<file path="config.mk">
export PLATFORM = sky130hd
export DESIGN_NAME = hazard_fwd_ctrl
export DESIGN_NICKNAME = d
export VERILOG_FILES = /design/src/rtl/hazard_fwd_ctrl.sv
export SDC_FILE = /design/constraint.sdc
export NUM_CORES = 1
export LEC_CHECK = 0
export CORE_UTILIZATION = 35
export CTS_BUF_LIST = sky130_fd_sc_hd__clkbuf_8
export DETAILED_ROUTE_END_ITERATION = 10
export HOLD_SLACK_MARGIN = 0.15
export PLACE_DENSITY = 0.66
export REMOVE_ABC_BUFFERS = 1
export SYNTH_ARGS = -nofsm -noshare
export SYNTH_HDL_FRONTEND = slang
export SYNTH_SLANG_ARGS = --single-unit
</file>
<file path="constraint.sdc">
create_clock -name clk -period 4.2 [get_ports clk]
set_input_delay 1.05 -clock clk [delete_from_list [all_inputs] [get_ports clk]]
set_output_delay 1.05 -clock clk [all_outputs]
set_load 0.01 [all_outputs]
</file>
<file path="src/rtl/hazard_fwd_ctrl.sv">
// Hazard and forwarding controller: shadow EX/MEM destination tracking, RAW forward selects,
// load-use bubbles, mispredict flushes and syscall halt. Optional counters behind HAZARD_STATS_EN.
module hazard_fwd_ctrl #(
    parameter int REG_AW          = 5,
    parameter int LU_STALL_CYCLES = 1
) (
    input  logic              clk,
    input  logic              rst_n,
    input  logic [REG_AW-1:0] id_r1,
    input  logic [REG_AW-1:0] id_r2,
    input  logic              id_r1_used,
    input  logic              id_r2_used,
    input  logic              id_r1_lo,
    input  logic              id_r2_lo,
    input  logic [REG_AW-1:0] id_rw,
    input  logic              id_we,
    input  logic              id_ld,
    input  logic              id_we_lo,
    input  logic              mispredict,
    input  logic              halt_req,
    input  logic              go,
    output logic              run,
    output logic              stall_front,
    output logic              bubble,
    output logic              clear_u,
    output logic [5:0]        redirection,
    output logic              halted,
    output logic [1:0]        dbg_state
`ifdef HAZARD_STATS_EN
    ,
    output logic [15:0]       stat_lu_cnt,
    output logic [15:0]       stat_flush_cnt
`endif
);

    // Handshake-free block: every output is a level valid in the cycle it is driven;
    // the ID/EX register and muxes sample them on the next rising clk edge.
    typedef enum logic [1:0] {
        S_RUN      = 2'd0,
        S_LU_STALL = 2'd1,
        S_HALT     = 2'd2
    } state_t;

    localparam logic [2:0] LU_LOAD = 3'(LU_STALL_CYCLES - 1);

    state_t            r_state;
    logic [2:0]        r_cnt;
    logic [REG_AW-1:0] r_ex_rw;
    logic              r_ex_we;
    logic              r_ex_ld;
    logic              r_ex_we_lo;
    logic [REG_AW-1:0] r_mem_rw;
    logic              r_mem_we;
    logic              r_mem_we_lo;

    logic       w_r1_ex;
    logic       w_r2_ex;
    logic       w_r1_mem;
    logic       w_r2_mem;
    logic       w_lo_pending;
    logic       w_lu;
    logic [5:0] w_redir;

    // Register 0 is hardwired, so it never needs a forwarded value.
    assign w_r1_ex  = id_r1_used && !id_r1_lo && r_ex_we  && (r_ex_rw  == id_r1) && (id_r1 != '0);
    assign w_r2_ex  = id_r2_used && !id_r2_lo && r_ex_we  && (r_ex_rw  == id_r2) && (id_r2 != '0);
    assign w_r1_mem = id_r1_used && !id_r1_lo && r_mem_we && (r_mem_rw == id_r1) && (id_r1 != '0);
    assign w_r2_mem = id_r2_used && !id_r2_lo && r_mem_we && (r_mem_rw == id_r2) && (id_r2 != '0);
    assign w_lo_pending = r_ex_we_lo || r_mem_we_lo;
    assign w_lu = r_ex_ld && (w_r1_ex || w_r2_ex);

    assign w_redir = {id_r2_lo && w_lo_pending, id_r1_lo && w_lo_pending,
                      w_r2_mem && !w_r2_ex, w_r1_mem && !w_r1_ex,
                      w_r2_ex, w_r1_ex};

    assign dbg_state = r_state;

    always_comb begin
        run         = 1'b1;
        stall_front = 1'b0;
        bubble      = 1'b0;
        clear_u     = 1'b0;
        halted      = 1'b0;
        redirection = '0;
        case (r_state)
            S_RUN: begin
                if (mispredict) begin
                    clear_u = 1'b1;
                end else if (!halt_req && w_lu) begin
                    bubble      = 1'b1;
                    stall_front = 1'b1;
                end
            end
            S_LU_STALL: begin
                if (mispredict) begin
                    clear_u = 1'b1;
                end else if (r_cnt != 3'd0) begin
                    bubble      = 1'b1;
                    stall_front = 1'b1;
                end
            end
            S_HALT: begin
                run    = 1'b0;
                halted = 1'b1;
            end
            default: ;
        endcase
        if (run && !bubble && !clear_u) begin
            redirection = w_redir;
        end
    end

    always_ff @(posedge clk or negedge rst_n) begin
        if (!rst_n) begin
            r_state <= S_RUN;
            r_cnt   <= 3'd0;
        end else begin
            case (r_state)
                S_RUN: begin
                    if (mispredict) begin
                        r_state <= S_RUN;
                    end else if (halt_req) begin
                        r_state <= S_HALT;
                    end else if (w_lu) begin
                        r_cnt <= LU_LOAD;
                        if (LU_LOAD != 3'd0) begin
                            r_state <= S_LU_STALL;
                        end
                    end
                end
                S_LU_STALL: begin
                    if (mispredict || r_cnt <= 3'd1) begin
                        r_cnt   <= 3'd0;
                        r_state <= S_RUN;
                    end else begin
                        r_cnt <= r_cnt - 3'd1;
                    end
                end
                S_HALT: begin
                    if (go) begin
                        r_state <= S_RUN;
                    end
                end
                default: r_state <= S_RUN;
            endcase
        end
    end

    // Shadow destination pipe; frozen whenever the core is not running.
    always_ff @(posedge clk or negedge rst_n) begin
        if (!rst_n) begin
            r_ex_rw     <= '0;
            r_ex_we     <= 1'b0;
            r_ex_ld     <= 1'b0;
            r_ex_we_lo  <= 1'b0;
            r_mem_rw    <= '0;
            r_mem_we    <= 1'b0;
            r_mem_we_lo <= 1'b0;
        end else if (run) begin
            r_mem_rw    <= r_ex_rw;
            r_mem_we    <= r_ex_we;
            r_mem_we_lo <= r_ex_we_lo;
            if (bubble || clear_u) begin
                r_ex_rw    <= '0;
                r_ex_we    <= 1'b0;
                r_ex_ld    <= 1'b0;
                r_ex_we_lo <= 1'b0;
            end else begin
                r_ex_rw    <= id_rw;
                r_ex_we    <= id_we;
                r_ex_ld    <= id_ld;
                r_ex_we_lo <= id_we_lo;
            end
        end
    end

`ifdef HAZARD_STATS_EN
    always_ff @(posedge clk or negedge rst_n) begin
        if (!rst_n) begin
            stat_lu_cnt    <= 16'd0;
            stat_flush_cnt <= 16'd0;
        end else begin
            if (bubble && stat_lu_cnt != 16'hFFFF) begin
                stat_lu_cnt <= stat_lu_cnt + 16'd1;
            end
            if (clear_u && stat_flush_cnt != 16'hFFFF) begin
                stat_flush_cnt <= stat_flush_cnt + 16'd1;
            end
        end
    end
`endif

endmodule
</file>
==> results.cfg <==
[clock_tree]
clockBufferDepth = 2
postCtsHoldBufs = 0
clk_transition_reported_paths_ns = 0.06
clk_latency_ns = 0.25
cts_buf_count = 3
ctsRootBufferMaster = sky130_fd_sc_hd__clkbuf_8
cts.sinks = 16
tritoncts = built
cts-htree-levels = 1

[sta]
tightest_slew_ns = 0.683
clock_skew_ns = 0.00242
timing.final.setup_violations = 0
timing.fmax_ghz = 0.246
final_worst_path_period_share = 0.968
slew-limit-headroom = 0.543
post-route-min-period_ns = 4.07
post-route-worst-setup-slack_ns = 0.134
finalHoldViolations = 0
grt_setup_unrepaired = false
setup_total_negative_slack_ns = 0
maxSlewViolCount = 0

[finish]
fin_cells = 184
num-fill-cells = 257
layout_commonest_cell = sky130_fd_sc_hd__clkdlybuf4s50_1
insertedDiodeCount = 0
final_layout_size_suffix_gt1_frac = 0.176
final_nets = 181
mostFrequentLayoutCells = sky130_fd_sc_hd__clkdlybuf4s50_1, sky130_fd_sc_hd__nand2_1, sky130_fd_sc_hd__dfrtp_1
area.growth.synth_to_final_pct = 50.6

[placed_design]
placement.setup.worst_slack_ns = -0.236
dp_cells = 180
dp.final_hpwl_um = 1930
finalWeightedCongestion = 0.782
place.port_buffers = 38

[logic_synthesis]
post_synth_xor_area_fraction = 0.173
postSynthRegisterBits = 16
synth_cell_types = 27
synth_compound_gate_area_share = 0.0878
netlist_top_cells_area = sky130_fd_sc_hd__dfrtp_1, sky130_fd_sc_hd__xnor2_1, sky130_fd_sc_hd__mux2_2, sky130_fd_sc_hd__nand2_1, sky130_fd_sc_hd__xor2_1
combinational_family_with_the_most_area_after_synthesis = simple AND/OR/NAND/NOR gates
ys_seq_area_frac = 0.396
post_synth.cell_area_avg_um2 = 9.37
synth.area.mux_share = 0.0779
synth.cell_area_um2 = 1010
yosys_warnings = 0
synth-simple-area-share = 0.214
post_synth_fa_ha_maj_area_fraction = 0
post_synth_inst_count = 108
synth_area_leader_cell = sky130_fd_sc_hd__dfrtp_1
synth_top_cell_area_share = 0.396

[outcome]
outcome = completed

[floorplanning]
fp.dieW_um = 55.8
floorplan.io_pins = 40
floorplan.rows = 19
initial_cell_density_of_the_core = 0.367
coreArea_um2 = 2760
die_area_um2 = 3110
floorplan.die.height_um = 55.8

[global_routing]
grt.overflow.total = 0
met2_usage = 0.270
global_route_wire_length_before_repair_um = 3990
globalRouteMet3Util = 0.0256
grt_max_degree = 21
number_of_global_route_vias_before_repair = 910
global_route.usage.met1 = 0.203
total_track_usage = 0.163
busiest_layer = met2
grt_antenna_before_repair = 0

[critical_path]
type_of_destination_of_the_critical_path = output pin
timing.setup.critical_path_class = in -> out
critical_path.max_fanout = 4
worst_path_largest_cell_delay_ns = 0.55
arrival_ns = 3.02
critPathRequiredTime_ns = 3.15
crit_path_cell_chain = clkdlybuf4s50_1, or4_4, o21ai_2, nor3_2, a2111oi_1, dlygate4sd2_1
setup.worst_path.start_class = primary input
crit_slowest_cell = sky130_fd_sc_hd__or4_4

[power_and_ir_drop]
power-per-cell-area_nw_per_um2 = 296
total_power_consumption_mw = 0.451
static_leakage_nw = 0.642
vdd_drop_max_mv = 0.229

[drt]
vias = 922
drt-vias-per-instance = 5.01
first_pass_iters = 4
drc = 0
ant_nets = 0
route.final.wire_length_um = 2380
first_iter_violations = 23
drt-wirelength-per-cell_um = 12.9

[min_path]
hold_class = reg -> reg

[flow_run]
max_cap_viol_count = 0
through the flow:
step	hold slack, ns	util	area (um^2)
floorplan	0.463	-	967
global placement	0.484	0.530	1460
detailed placement	0.487	0.530	1460
CTS	0.500	0.553	1520
global route	0.538	0.553	1520
finish	0.499	0.553	1520
critical path: cells and delay by family:
family / cells / cell delay, ns
buf+inv: 2 / 0.74
simple gates: 2 / 0.63
compound gates: 2 / 0.59
metal layers:
layer	up-vias	wire [um]
li1	458	-
met1	437	1100
met2	23	1150
met3	4	86
met4	0	38
met5	-	0
synth_stat cells, drive strengths merged:
cell	instances
a2111oi	2
and2	2
and3	2
buf	4
clkbuf	3
conb	1
dfrtp	16
inv	1
mux2	7
nand2	19
nand3b	1
nand4	4
nor2	2
nor2b	3
nor3	2
nor3b	2
nor4	2
o21a	1
o21ai	12
or4	2
xnor2	12
xor2	8
power by group:
| group | total [mW] | switching, mW | internal (mW) |
|---|---|---|---|
| logic | 0.116 | 0.0440 | 0.0722 |
| registers | 0.202 | 0.0281 | 0.174 |
| clock network | 0.133 | 0.0495 | 0.0831 |
path summary, 6_finish.rpt:
path	end	slack (ns)	from	cells after the start
worst min register to register	r_mem_we_lo	0.50	r_mem_we_lo	1
min in group asynchronous	r_ex_rw[3]	1.21	rst_n	1
max in group asynchronous	r_ex_we_lo	2.55	rst_n	1
worst max-delay path	redirection[3]	0.13	id_r1[1]	6
worst max register to register	r_ex_rw[4]	2.52	r_ex_rw[0]	6
worst min-delay path	r_mem_we_lo	0.50	r_mem_we_lo	1
cells by family (layout without fill, tap and decap cells):
family	after synthesis	after routing
AOI/OAI and AO/OA	15	15
buffers and inverters	8	53
other	1	1
xor gates and xnor gates	20	20
muxes	7	7
DFF	16	16
and+or+nand+nor	41	41
sequential cells by signal, summed over array words and instances (netlist names):
signal       count
r_mem_we_lo      1
r_ex_we_lo       1
r_ex_ld          1
dbg_state        1
r_mem_we         1
r_ex_rw          5
r_mem_rw         5
r_ex_we          1
layout make-up:
cell class                      count  area [um^2]  share of cell area
Clock buffer                        4         55.1              0.0361
Inverter                            1         3.75             0.00246
Multi-Input combinational cell     84          578               0.379
Sequential cell                    16          400               0.263
Tap cell                           31         38.8              0.0255
Timing Repair Buffer               48          448               0.294
timing repair:
item,CTS,global route
buffers inserted,0,0
resized for setup,11,0
endpoints found under the setup margin,6,0
No activity file was read; power rests on OpenSTA's default activity.
